===== src/rtl/global_fsm_pkg.sv =====
// Shared types for the global task-graph FSM: state enum and its encoding width.
package global_fsm_pkg;

    localparam int unsigned STATE_W = 3;

    // Binary codes 5..7 are unused and recover to IDLE in the next-state logic.
    typedef enum logic [STATE_W-1:0] {
        IDLE    = 3'd0,
        START   = 3'd1,
        WAIT    = 3'd2,
        RELEASE = 3'd3,
        FINISH  = 3'd4
    } state_e;

endpackage


===== src/rtl/global_fsm_task_sequencer_if.sv =====
// Host handshake, run scalars and per-task broadcast/collect signals of the global FSM.
interface global_fsm_task_sequencer_if #(
    parameter int unsigned N_TASKS = 4,
    parameter int unsigned ITER_W  = 16,
    parameter int unsigned CYC_W   = 32
);
    logic                host_ap_start;
    logic                host_ap_ready;
    logic                host_ap_done;
    logic                host_ap_idle;
    logic [63:0]         host_s_input_mmap_offset;
    logic [31:0]         host_s_seq_len;
    logic [ITER_W-1:0]   host_s_num_iters;
    logic [63:0]         global_fsm_s_input_mmap_offset;
    logic [31:0]         global_fsm_s_seq_len;
    logic                global_fsm_ap_start;
    logic                global_fsm_ap_done;
    logic [N_TASKS-1:0]  task_is_done;
    logic [N_TASKS-1:0]  done_mask;
    logic [ITER_W-1:0]   iter_count;
    logic [CYC_W-1:0]    cycle_count;
    logic                timeout_err;

    modport master (
        output host_ap_start, host_s_input_mmap_offset, host_s_seq_len, host_s_num_iters,
               task_is_done,
        input  host_ap_ready, host_ap_done, host_ap_idle, global_fsm_s_input_mmap_offset,
               global_fsm_s_seq_len, global_fsm_ap_start, global_fsm_ap_done, done_mask,
               iter_count, cycle_count, timeout_err
    );

    modport slave (
        input  host_ap_start, host_s_input_mmap_offset, host_s_seq_len, host_s_num_iters,
               task_is_done,
        output host_ap_ready, host_ap_done, host_ap_idle, global_fsm_s_input_mmap_offset,
               global_fsm_s_seq_len, global_fsm_ap_start, global_fsm_ap_done, done_mask,
               iter_count, cycle_count, timeout_err
    );

endinterface


===== src/rtl/global_fsm_task_sequencer_sat_counter.sv =====
// Up-counter with synchronous clear that sticks at all-ones instead of wrapping.
module sat_counter #(
    parameter int unsigned W = 32
) (
    input  logic         clk_i,
    input  logic         rst_i,
    input  logic         clr_i,
    input  logic         inc_i,
    output logic [W-1:0] value_o
);

    logic [W-1:0] value_q, value_d;

    // NOTE: every always_comb output gets a default first, so no path leaves it unassigned (no latch).
    always_comb begin
        value_d = value_q;
        if (clr_i) begin
            value_d = '0;
        end else if (inc_i && (value_q != '1)) begin
            value_d = value_q + W'(1);
        end
    end

    // NOTE: state registers use <= so every flop samples pre-edge values, independent of block order.
    always_ff @(posedge clk_i) begin
        if (rst_i) begin
            value_q <= '0;
        end else begin
            value_q <= value_d;
        end
    end

    assign value_o = value_q;

endmodule


===== src/rtl/global_fsm_task_sequencer.sv =====
// Global FSM for a task graph: accepts a host run, broadcasts latched scalars and
// sequences start/done pulses to every per-task FSM for num_iters iterations.
module global_fsm_task_sequencer
    import global_fsm_pkg::*;
#(
    parameter int unsigned N_TASKS        = 4,
    parameter int unsigned ITER_W         = 16,
    parameter int unsigned CYC_W          = 32,
    parameter int unsigned TIMEOUT_CYCLES = 0
) (
    input  logic                       ap_clk,
    input  logic                       ap_rst,
    global_fsm_task_sequencer_if.slave bus
);

    localparam logic [CYC_W-1:0] TIMEOUT_LAST =
        CYC_W'((TIMEOUT_CYCLES == 0) ? 0 : TIMEOUT_CYCLES - 1);

    state_e             state_q, state_d;
    logic [63:0]        offset_q, offset_d;
    logic [31:0]        seq_len_q, seq_len_d;
    logic [ITER_W-1:0]  num_iters_q, num_iters_d;
    logic [ITER_W-1:0]  iter_q, iter_d;
    logic               timeout_q, timeout_d;
    logic [N_TASKS-1:0] done_mask_q;
    logic [ITER_W:0]    iter_inc;
    logic [CYC_W-1:0]   wait_timer;
    logic               accept, timer_clr, all_done;

    assign all_done = &bus.task_is_done;
    assign iter_inc = {1'b0, iter_q} + (ITER_W + 1)'(1);

    always_comb begin
        state_d     = state_q;
        offset_d    = offset_q;
        seq_len_d   = seq_len_q;
        num_iters_d = num_iters_q;
        iter_d      = iter_q;
        timeout_d   = timeout_q;
        accept      = 1'b0;
        timer_clr   = 1'b0;
        case (state_q)
            IDLE: begin
                if (bus.host_ap_start) begin
                    accept      = 1'b1;
                    offset_d    = bus.host_s_input_mmap_offset;
                    seq_len_d   = bus.host_s_seq_len;
                    num_iters_d = bus.host_s_num_iters;
                    iter_d      = '0;
                    timeout_d   = 1'b0;
                    state_d     = (bus.host_s_num_iters == '0) ? FINISH : START;
                end
            end
            START: begin
                timer_clr = 1'b1;
                state_d   = WAIT;
            end
            WAIT: begin
                // Raw inputs: every task must report done in the same cycle.
                if (all_done) begin
                    state_d = RELEASE;
                end else if ((TIMEOUT_CYCLES != 0) && (wait_timer == TIMEOUT_LAST)) begin
                    timeout_d = 1'b1;
                    state_d   = FINISH;
                end
            end
            RELEASE: begin
                iter_d  = iter_inc[ITER_W-1:0];
                state_d = (iter_inc < {1'b0, num_iters_q}) ? START : FINISH;
            end
            FINISH:  state_d = IDLE;
            default: state_d = IDLE;
        endcase
    end

    always_ff @(posedge ap_clk) begin
        if (ap_rst) begin
            state_q     <= IDLE;
            offset_q    <= '0;
            seq_len_q   <= '0;
            num_iters_q <= '0;
            iter_q      <= '0;
            timeout_q   <= 1'b0;
            done_mask_q <= '0;
        end else begin
            state_q     <= state_d;
            offset_q    <= offset_d;
            seq_len_q   <= seq_len_d;
            num_iters_q <= num_iters_d;
            iter_q      <= iter_d;
            timeout_q   <= timeout_d;
            done_mask_q <= bus.task_is_done;
        end
    end

    sat_counter #(.W(CYC_W)) u_cycle_cnt (
        .clk_i   (ap_clk),
        .rst_i   (ap_rst),
        .clr_i   (accept),
        .inc_i   (state_q inside {START, WAIT, RELEASE, FINISH}),
        .value_o (bus.cycle_count)
    );

    sat_counter #(.W(CYC_W)) u_wait_timer (
        .clk_i   (ap_clk),
        .rst_i   (ap_rst),
        .clr_i   (timer_clr),
        .inc_i   (state_q == WAIT),
        .value_o (wait_timer)
    );

    assign bus.host_ap_idle                   = (state_q == IDLE);
    assign bus.host_ap_ready                  = accept;
    assign bus.host_ap_done                   = (state_q == FINISH);
    assign bus.global_fsm_ap_start            = (state_q == START);
    assign bus.global_fsm_ap_done             = (state_q == RELEASE);
    assign bus.global_fsm_s_input_mmap_offset = offset_q;
    assign bus.global_fsm_s_seq_len           = seq_len_q;
    assign bus.done_mask                      = done_mask_q;
    assign bus.iter_count                     = iter_q;
    assign bus.timeout_err                    = timeout_q;

endmodule


===== src/flat_wrapper.sv =====
// flat-port wrapper written by rule: the top's interface ports become plain ports
module global_fsm_task_sequencer_flat import global_fsm_pkg::*;
#(
    parameter int unsigned N_TASKS        = 4,
    parameter int unsigned ITER_W         = 16,
    parameter int unsigned CYC_W          = 32,
    parameter int unsigned TIMEOUT_CYCLES = 0
)
  (ap_clk, ap_rst, bus_host_ap_start, bus_host_s_input_mmap_offset, bus_host_s_seq_len, bus_host_s_num_iters, bus_task_is_done, bus_host_ap_ready, bus_host_ap_done, bus_host_ap_idle, bus_global_fsm_s_input_mmap_offset, bus_global_fsm_s_seq_len, bus_global_fsm_ap_start, bus_global_fsm_ap_done, bus_done_mask, bus_iter_count, bus_cycle_count, bus_timeout_err);
  global_fsm_task_sequencer_if #(.N_TASKS(N_TASKS), .ITER_W(ITER_W), .CYC_W(CYC_W)) bus_i ();
  input  logic ap_clk;
  input  logic ap_rst;
  input wire logic [$bits(bus_i.host_ap_start)-1:0] bus_host_ap_start;
  input wire logic [$bits(bus_i.host_s_input_mmap_offset)-1:0] bus_host_s_input_mmap_offset;
  input wire logic [$bits(bus_i.host_s_seq_len)-1:0] bus_host_s_seq_len;
  input wire logic [$bits(bus_i.host_s_num_iters)-1:0] bus_host_s_num_iters;
  input wire logic [$bits(bus_i.task_is_done)-1:0] bus_task_is_done;
  output wire logic [$bits(bus_i.host_ap_ready)-1:0] bus_host_ap_ready;
  output wire logic [$bits(bus_i.host_ap_done)-1:0] bus_host_ap_done;
  output wire logic [$bits(bus_i.host_ap_idle)-1:0] bus_host_ap_idle;
  output wire logic [$bits(bus_i.global_fsm_s_input_mmap_offset)-1:0] bus_global_fsm_s_input_mmap_offset;
  output wire logic [$bits(bus_i.global_fsm_s_seq_len)-1:0] bus_global_fsm_s_seq_len;
  output wire logic [$bits(bus_i.global_fsm_ap_start)-1:0] bus_global_fsm_ap_start;
  output wire logic [$bits(bus_i.global_fsm_ap_done)-1:0] bus_global_fsm_ap_done;
  output wire logic [$bits(bus_i.done_mask)-1:0] bus_done_mask;
  output wire logic [$bits(bus_i.iter_count)-1:0] bus_iter_count;
  output wire logic [$bits(bus_i.cycle_count)-1:0] bus_cycle_count;
  output wire logic [$bits(bus_i.timeout_err)-1:0] bus_timeout_err;
  assign bus_i.host_ap_start = bus_host_ap_start;
  assign bus_i.host_s_input_mmap_offset = bus_host_s_input_mmap_offset;
  assign bus_i.host_s_seq_len = bus_host_s_seq_len;
  assign bus_i.host_s_num_iters = bus_host_s_num_iters;
  assign bus_i.task_is_done = bus_task_is_done;
  assign bus_host_ap_ready = bus_i.host_ap_ready;
  assign bus_host_ap_done = bus_i.host_ap_done;
  assign bus_host_ap_idle = bus_i.host_ap_idle;
  assign bus_global_fsm_s_input_mmap_offset = bus_i.global_fsm_s_input_mmap_offset;
  assign bus_global_fsm_s_seq_len = bus_i.global_fsm_s_seq_len;
  assign bus_global_fsm_ap_start = bus_i.global_fsm_ap_start;
  assign bus_global_fsm_ap_done = bus_i.global_fsm_ap_done;
  assign bus_done_mask = bus_i.done_mask;
  assign bus_iter_count = bus_i.iter_count;
  assign bus_cycle_count = bus_i.cycle_count;
  assign bus_timeout_err = bus_i.timeout_err;
  global_fsm_task_sequencer #(.N_TASKS(N_TASKS), .ITER_W(ITER_W), .CYC_W(CYC_W), .TIMEOUT_CYCLES(TIMEOUT_CYCLES)) u_core (.ap_clk(ap_clk), .ap_rst(ap_rst), .bus(bus_i));
endmodule

===== config.mk =====
export PLATFORM = sky130hd
export DESIGN_NAME = global_fsm_task_sequencer_flat
export DESIGN_NICKNAME = d
export VERILOG_FILES = /design/src/rtl/global_fsm_pkg.sv /design/src/rtl/global_fsm_task_sequencer_if.sv /design/src/rtl/global_fsm_task_sequencer_sat_counter.sv /design/src/rtl/global_fsm_task_sequencer.sv /design/src/flat_wrapper.sv
export SDC_FILE = /design/constraint.sdc
export NUM_CORES = 1
export LEC_CHECK = 0
export ABC_AREA = 1
export CAP_MARGIN = 20
export CORE_UTILIZATION = 49
export DETAILED_ROUTE_END_ITERATION = 8
export PLACE_DENSITY = 0.87
export SYNTH_ARGS = -nofsm -noshare
export SYNTH_HDL_FRONTEND = slang
export SYNTH_SLANG_ARGS = --single-unit
export TNS_END_PERCENT = 1

===== constraint.sdc =====
create_clock -name ap_clk -period 4.1 [get_ports ap_clk]
set_clock_uncertainty 0.05 [all_clocks]
set_input_delay 0.82 -clock ap_clk [delete_from_list [all_inputs] [get_ports ap_clk]]
set_output_delay 0.82 -clock ap_clk [all_outputs]
set_load 0.01 [all_outputs]

== Yosys cells after proc, flatten, opt, wreduce, memory -nomap -nowiden ==
Index checks and enable logic that the tools add are counted.
Storage, ports and cells
  input bits: 119
  bits in registers: 167
  logic and storage cells: 36
Cells by class
  $lt $le $gt $ge: 1
  equality and inequality tests: 7
  reduce and logical (&&, ||, !) cells: 10
  add/subtract/negate cells: 2
  mux-type cells: 9
Operators with widths (number)
  $add A32 B1 Y32 const B: 1
  $ne A32 B32 Y1 const B: 1
  $pmux W16 S2: 1
  $add A16 B1 Y17 const B: 1
  $lt A17 B16 Y1: 1
  $logic_not A16 Y1: 1
  $mux W16: 1
  $mux W3: 4
  $pmux W3 S4: 1
  $eq A3 B2 Y1 const B: 2
  $reduce_and A2 Y1: 3
  $reduce_and A4 Y1: 1
  $reduce_bool A4 Y1: 1
  $eq A3 B1 Y1 const B: 1
  $eq A3 B3 Y1 const B: 1
  $logic_not A3 Y1: 1
  $mux W1: 2
  $ne A2 B1 Y1 const B: 1
  $ne A2 B2 Y1 const B: 1
  $reduce_bool A2 Y1: 1
  $reduce_or A2 Y1: 1
  $logic_and A1 B1 Y1: 1

== Depth between registers and ports, before layout ==
  depth in word-level cells: 4
  depth in mapped cells: 19

== Modules after synthesis ==
From an unflattened synthesis, not the netlist that was laid out.
Unflattened totals
  cells, all modules: 1073
  area, all modules: 7689.9 µm²
Modules (own cells, without submodules)
  global_fsm_task_sequencer: instances 1, cells each 748, area each 5594.1 µm²
  sat_counter: instances 1, cells each 325, area each 2095.8 µm²

== Worst setup path after synthesis ==
Ideal clock, no wire load.
  path type: register to register
  from: reg u_core.iter_q[0], in the netlist u_core.bus.iter_count[0]
  to: reg u_core.state_q[0]
  data arrival time: 2.186 ns
  setup time: 0.065 ns
  buffers on the path: 0
  stages on the path, launching flop included: 17
  path slack: 1.799 ns
  required time: 3.985 ns
  cells stage by stage: dfxtp_1 -> ha_1 -> nand3_1 -> inv_1 -> nand2_1 -> nor2_1 -> nand2_1 -> xor2_1 -> ha_1 -> and3_1 -> nand2_1 -> nand2_1 -> nor2_1 -> nand3_1 -> nand2_1 -> nand2_1 -> nor2_1
Between the ends
  cells in the longest elaborated chain, start to end: 4
RTL lines
  start: declaration: RTL line global_fsm_task_sequencer.sv:23  | logic [ITER_W-1:0] iter_q, iter_d;
  start signal: assignment: RTL line global_fsm_task_sequencer.sv:90  | iter_q <= iter_d;
  $add A16 B1 Y17: RTL line global_fsm_task_sequencer.sv:31  | assign iter_inc = {1'b0, iter_q} + (ITER_W + 1)'(1);
  $lt A17 B16 Y1: RTL line global_fsm_task_sequencer.sv:69  | state_d = (iter_inc < {1'b0, num_iters_q}) ? START : FINISH;
  $mux W3: RTL line global_fsm_task_sequencer.sv:69
  $pmux W3 S4: RTL line global_fsm_task_sequencer.sv:42  | case (state_q)
  end signal: assignment: RTL line global_fsm_task_sequencer.sv:86  | state_q <= state_d;
  end: declaration: RTL line global_fsm_task_sequencer.sv:19  | state_e state_q, state_d;
No other way between the ends.
A chain may end at the register's enable or synchronous reset.

== Worst setup path in the final report ==
  from: in bus_host_ap_start
  to: out bus_host_ap_ready
Between the ends
  cells in the longest elaborated chain, start to end: 2
RTL lines
  start: declaration: RTL line flat_wrapper.sv:13  | input wire logic [$bits(bus_i.host_ap_start)-1:0] bus_host_ap_start;
  $mux W1: RTL line global_fsm_task_sequencer.sv:44  | if (bus.host_ap_start) begin
  $mux W1: RTL line global_fsm_task_sequencer.sv:42
  end: declaration: RTL line flat_wrapper.sv:18  | output wire logic [$bits(bus_i.host_ap_ready)-1:0] bus_host_ap_ready;
No other way between the ends.

==> flow_metrics.py <==
metrics = {
    "outcome": {
        "status": "complete, no violations",
    },
    "setup_path": {
        "start_kind": "input pin",
        "worst_path_max_delay_cell": "clkdlybuf4s50_1",
        "critical-path-max-stage-delay_ns": 0.59,
        "crit_type": "input pin to output pin",
        "end_kind": "output pin",
        "cp_common_cell": "clkdlybuf4s50_1",
        "worstPathArrival_ns": 2.08,
        "critPathRequiredTime_ns": 3.23,
        "cp_top_family": "buffers and inverters",
        "cp_num_buf_inv": 3,
        "crit_chain": "clkdlybuf4s50_1, nand2_4, inv_2, clkdlybuf4s50_1",
        "r2r_slack_ns": 1.45,
        "critPathMaxFanout": 2,
    },
    "timing": {
        "setup_viol": 0,
        "setup_tns_ns": 0,
        "fin_crit_sh_pct": 71.9,
        "slew_viol_final": 0,
        "hold_viol": 0,
        "grt_setup_unrepaired": "false",
        "fmax_ghz": 0.339,
        "tightest_slew_ns": 0.994,
        "min_period_ns": 2.95,
        "fin_hold_ws_ns": 0.413,
        "relSlewSlack_pct": 33.7,
    },
    "yosys": {
        "syn_avg_cell_area_um2": 7.09,
        "synth_fp_nets": 1208,
        "yosys-top-cells-area": "dfxtp_1 44%, nand2_1 20%, a21oi_1 10%",
        "yosysTopAreaCell": "dfxtp_1",
        "yosys.area.top_type_share_pct": 44.0,
        "synth_warnings": 0,
        "syn_inst": 1072,
        "synth-seq-cells": 167,
        "ys_types": 36,
        "seq_area_frac_synth_pct": 44.0,
        "synth_area_um2": 7600,
    },
    "clocking": {
        "clock-sinks": 167,
        "clkTransAtPathRegs_ns": 0.06,
        "postCtsSetupBuffers": 0,
        "cts_made_buffers": 17,
        "cts_tree": "built",
        "clk_path_buf_depth": 2,
        "hold_buffers": 0,
        "h-tree-depth": 4,
        "cts_resized": 0,
        "cts-root-buf": "clkbuf_16",
        "insertion_delay_ns": 0.43,
    },
    "cells_and_area": {
        "layout-drive-gt1-share_pct": 6.17,
        "nNetsFinal": 1454,
        "fillCellCount": 1170,
        "mostFrequentLayoutCells": "395 x nand2_1, 270 x clkdlybuf4s50_1, 167 x dfxtp_1",
        "final_common_cell": "nand2_1",
        "syn_to_final_growth_pct": 44.0,
        "fin_util_pct": 72.3,
    },
    "route": {
        "wl_mm": 22.8,
        "drt_iter0_markers": 549,
        "drt-pass1-iter-count": 5,
        "via_per_inst": 5.12,
        "drc": 0,
        "via_count": 7783,
        "antenna_left": 0,
        "post_drt_wl_per_cell_um": 15.0,
    },
    "pwr": {
        "power.internal_uw": 3120,
        "seq_power_share_pct": 41.6,
        "pwr-share-comb_pct": 19.4,
        "switchingPower_uw": 1190,
        "p_per_area_nw_per_um2": 394,
        "ir_worst_vdd_v": 0.000364,
        "clkPwrFrac_pct": 39.0,
        "leakagePower_uw": 0.00424,
        "switching_share_pct": 27.6,
    },
    "placed_design": {
        "gp_congestion": 0.914,
        "portBuffers": 271,
        "dp_hpwl_mm": 16.2,
    },
    "grt": {
        "antenna_found_initial": 2,
        "grt_max_degree": 98,
        "grt_pass1_vias": 7455,
        "globalRouteOverflowTotal": 0,
        "grt_pass1_wl_mm": 36.7,
        "track_usage_pct": 29.2,
    },
    "floorplanning": {
        "core_um2": 15100,
        "row_count": 45,
        "die_area_um2": 16000,
        "start_util_pct": 50.2,
        "die_h_um": 127,
        "ios": 273,
        "chipWidth_um": 127,
    },
    "job": {
        "maxCapViolations": 0,
    },
    "min_path": {
        "hp-class": "register to register",
    },
}
layout make-up:
| cell class | count | area [um2] | area share [%] |
|---|---|---|---|
| Multi-Input combinational cell | 778 | 3710 | 33.9 |
| Sequential cell | 167 | 3340 | 30.5 |
| Timing Repair Buffer | 277 | 2760 | 25.2 |
| Clock buffer | 21 | 470 | 4.30 |
| Inverter | 77 | 289 | 2.64 |
| Tap cell | 188 | 235 | 2.15 |
| Clock inverter | 10 | 143 | 1.30 |
| Antenna cell | 2 | 5.00 | 0.0457 |
registers in the layout, indices dropped and copies added (netlist names):
name / count
u_core.bus.global_fsm_s_input_mmap_offset: 64
u_core.bus.iter_count: 16
u_core.state_q: 3
u_core.u_cycle_cnt.value_o: 32
u_core.bus.global_fsm_s_seq_len: 32
u_core.num_iters_q: 16
u_core.bus.done_mask: 4
synthesized netlist by cell type:
master    number
ha_1          17
a21o_1         1
a21oi_1      154
clkinv_1       1
nor2_4         3
nor2_8         1
a311oi_1       1
nand4_1        8
nand2_4        3
dfxtp_1      167
and2_1         1
nand3_1       22
or2_2          4
buf_4          7
o22ai_1        1
nor2_1        75
inv_2          4
conb_1         1
a21oi_2       10
nand3_2        2
nor3_4         1
buf_1          1
nand2_1      396
inv_1         72
and3_1         2
buf_2         24
buf_12         1
xnor2_1        5
nand3b_1       7
clkbuf_1      16
nor2_2         2
o21ai_0       21
nor3_1         6
nand2_2       14
xor2_1        20
buf_8          1
metrics by stage:
| stage | worst slack [ns] | power [uW] | std cells | cell area (um2) |
|---|---|---|---|---|
| after floorplan | 1.80 | 2290 | 1072 | 7600 |
| after global placement | 1.10 | 2640 | 1487 | 10300 |
| after detailed placement | 1.08 | 2660 | 1487 | 10300 |
| after CTS | 1.15 | 4340 | 1518 | 10900 |
| after global routing | 1.12 | 4510 | 1520 | 10900 |
| final | 1.15 | 4320 | 1520 | 10900 |
cells by family after synthesis:
group / after synthesis / synth area share [%]
AOI/OAI and AO/OA: 188 / 13.0
xor gates and xnor gates: 25 / 2.88
adders and majority gates: 17 / 2.80
buffers and inverters: 127 / 7.37
DFF: 167 / 44.0
other: 1 / 0.0493
and+or+nand+nor: 547 / 30.0
worst paths after layout:
| path | start | to | depth (start not counted) |
|---|---|---|---|
| worst max register to register | u_core.bus.iter_count[0] | u_core.state_q[0] | 15 |
| worst min-delay path | u_core.bus.global_fsm_s_input_mmap_offset[49] | u_core.bus.global_fsm_s_input_mmap_offset[49] | 2 |
| worst min register to register | u_core.bus.global_fsm_s_input_mmap_offset[49] | u_core.bus.global_fsm_s_input_mmap_offset[49] | 2 |
| worst max-delay path | bus_host_ap_start | bus_host_ap_ready | 4 |
layer usage:
layer / global-route usage [%] / vias to the layer above / share of wire, %
li1: - / 3882 / -
met2: 49.9 / 290 / 49
met3: 10.5 / 54 / 8.5
met1: 32.3 / 3557 / 39
met4: 13.6 / 0 / 3.7
met5: 0 / - / 0
power by group through the flow:
stage	registers [uW]	clock network (uW)	logic, uW
2_1_floorplan	1870	0	418
3_3_place_gp	1830	0	819
3_5_place_dp	1830	0	831
4_1_cts	1800	1700	840
5_1_grt	1810	1790	919
6_report	1800	1680	837
worst reg2reg max path, cell delays in order, from the launching register on:
cell and delay, ns:
dfxtp_1 0.45, nand3_1 0.14, nor2_1 0.25, inv_1 0.10, nor2_1 0.21, nand4_1 0.15, and2_1 0.20, ha_1 0.28
and3_1 0.20, nand2_1 0.06, nand2_1 0.04, nor2_1 0.16, nand3_1 0.11, nand2_1 0.07, nand2_1 0.04, nor2_1 0.08
(Power assumes the default switching activity.)
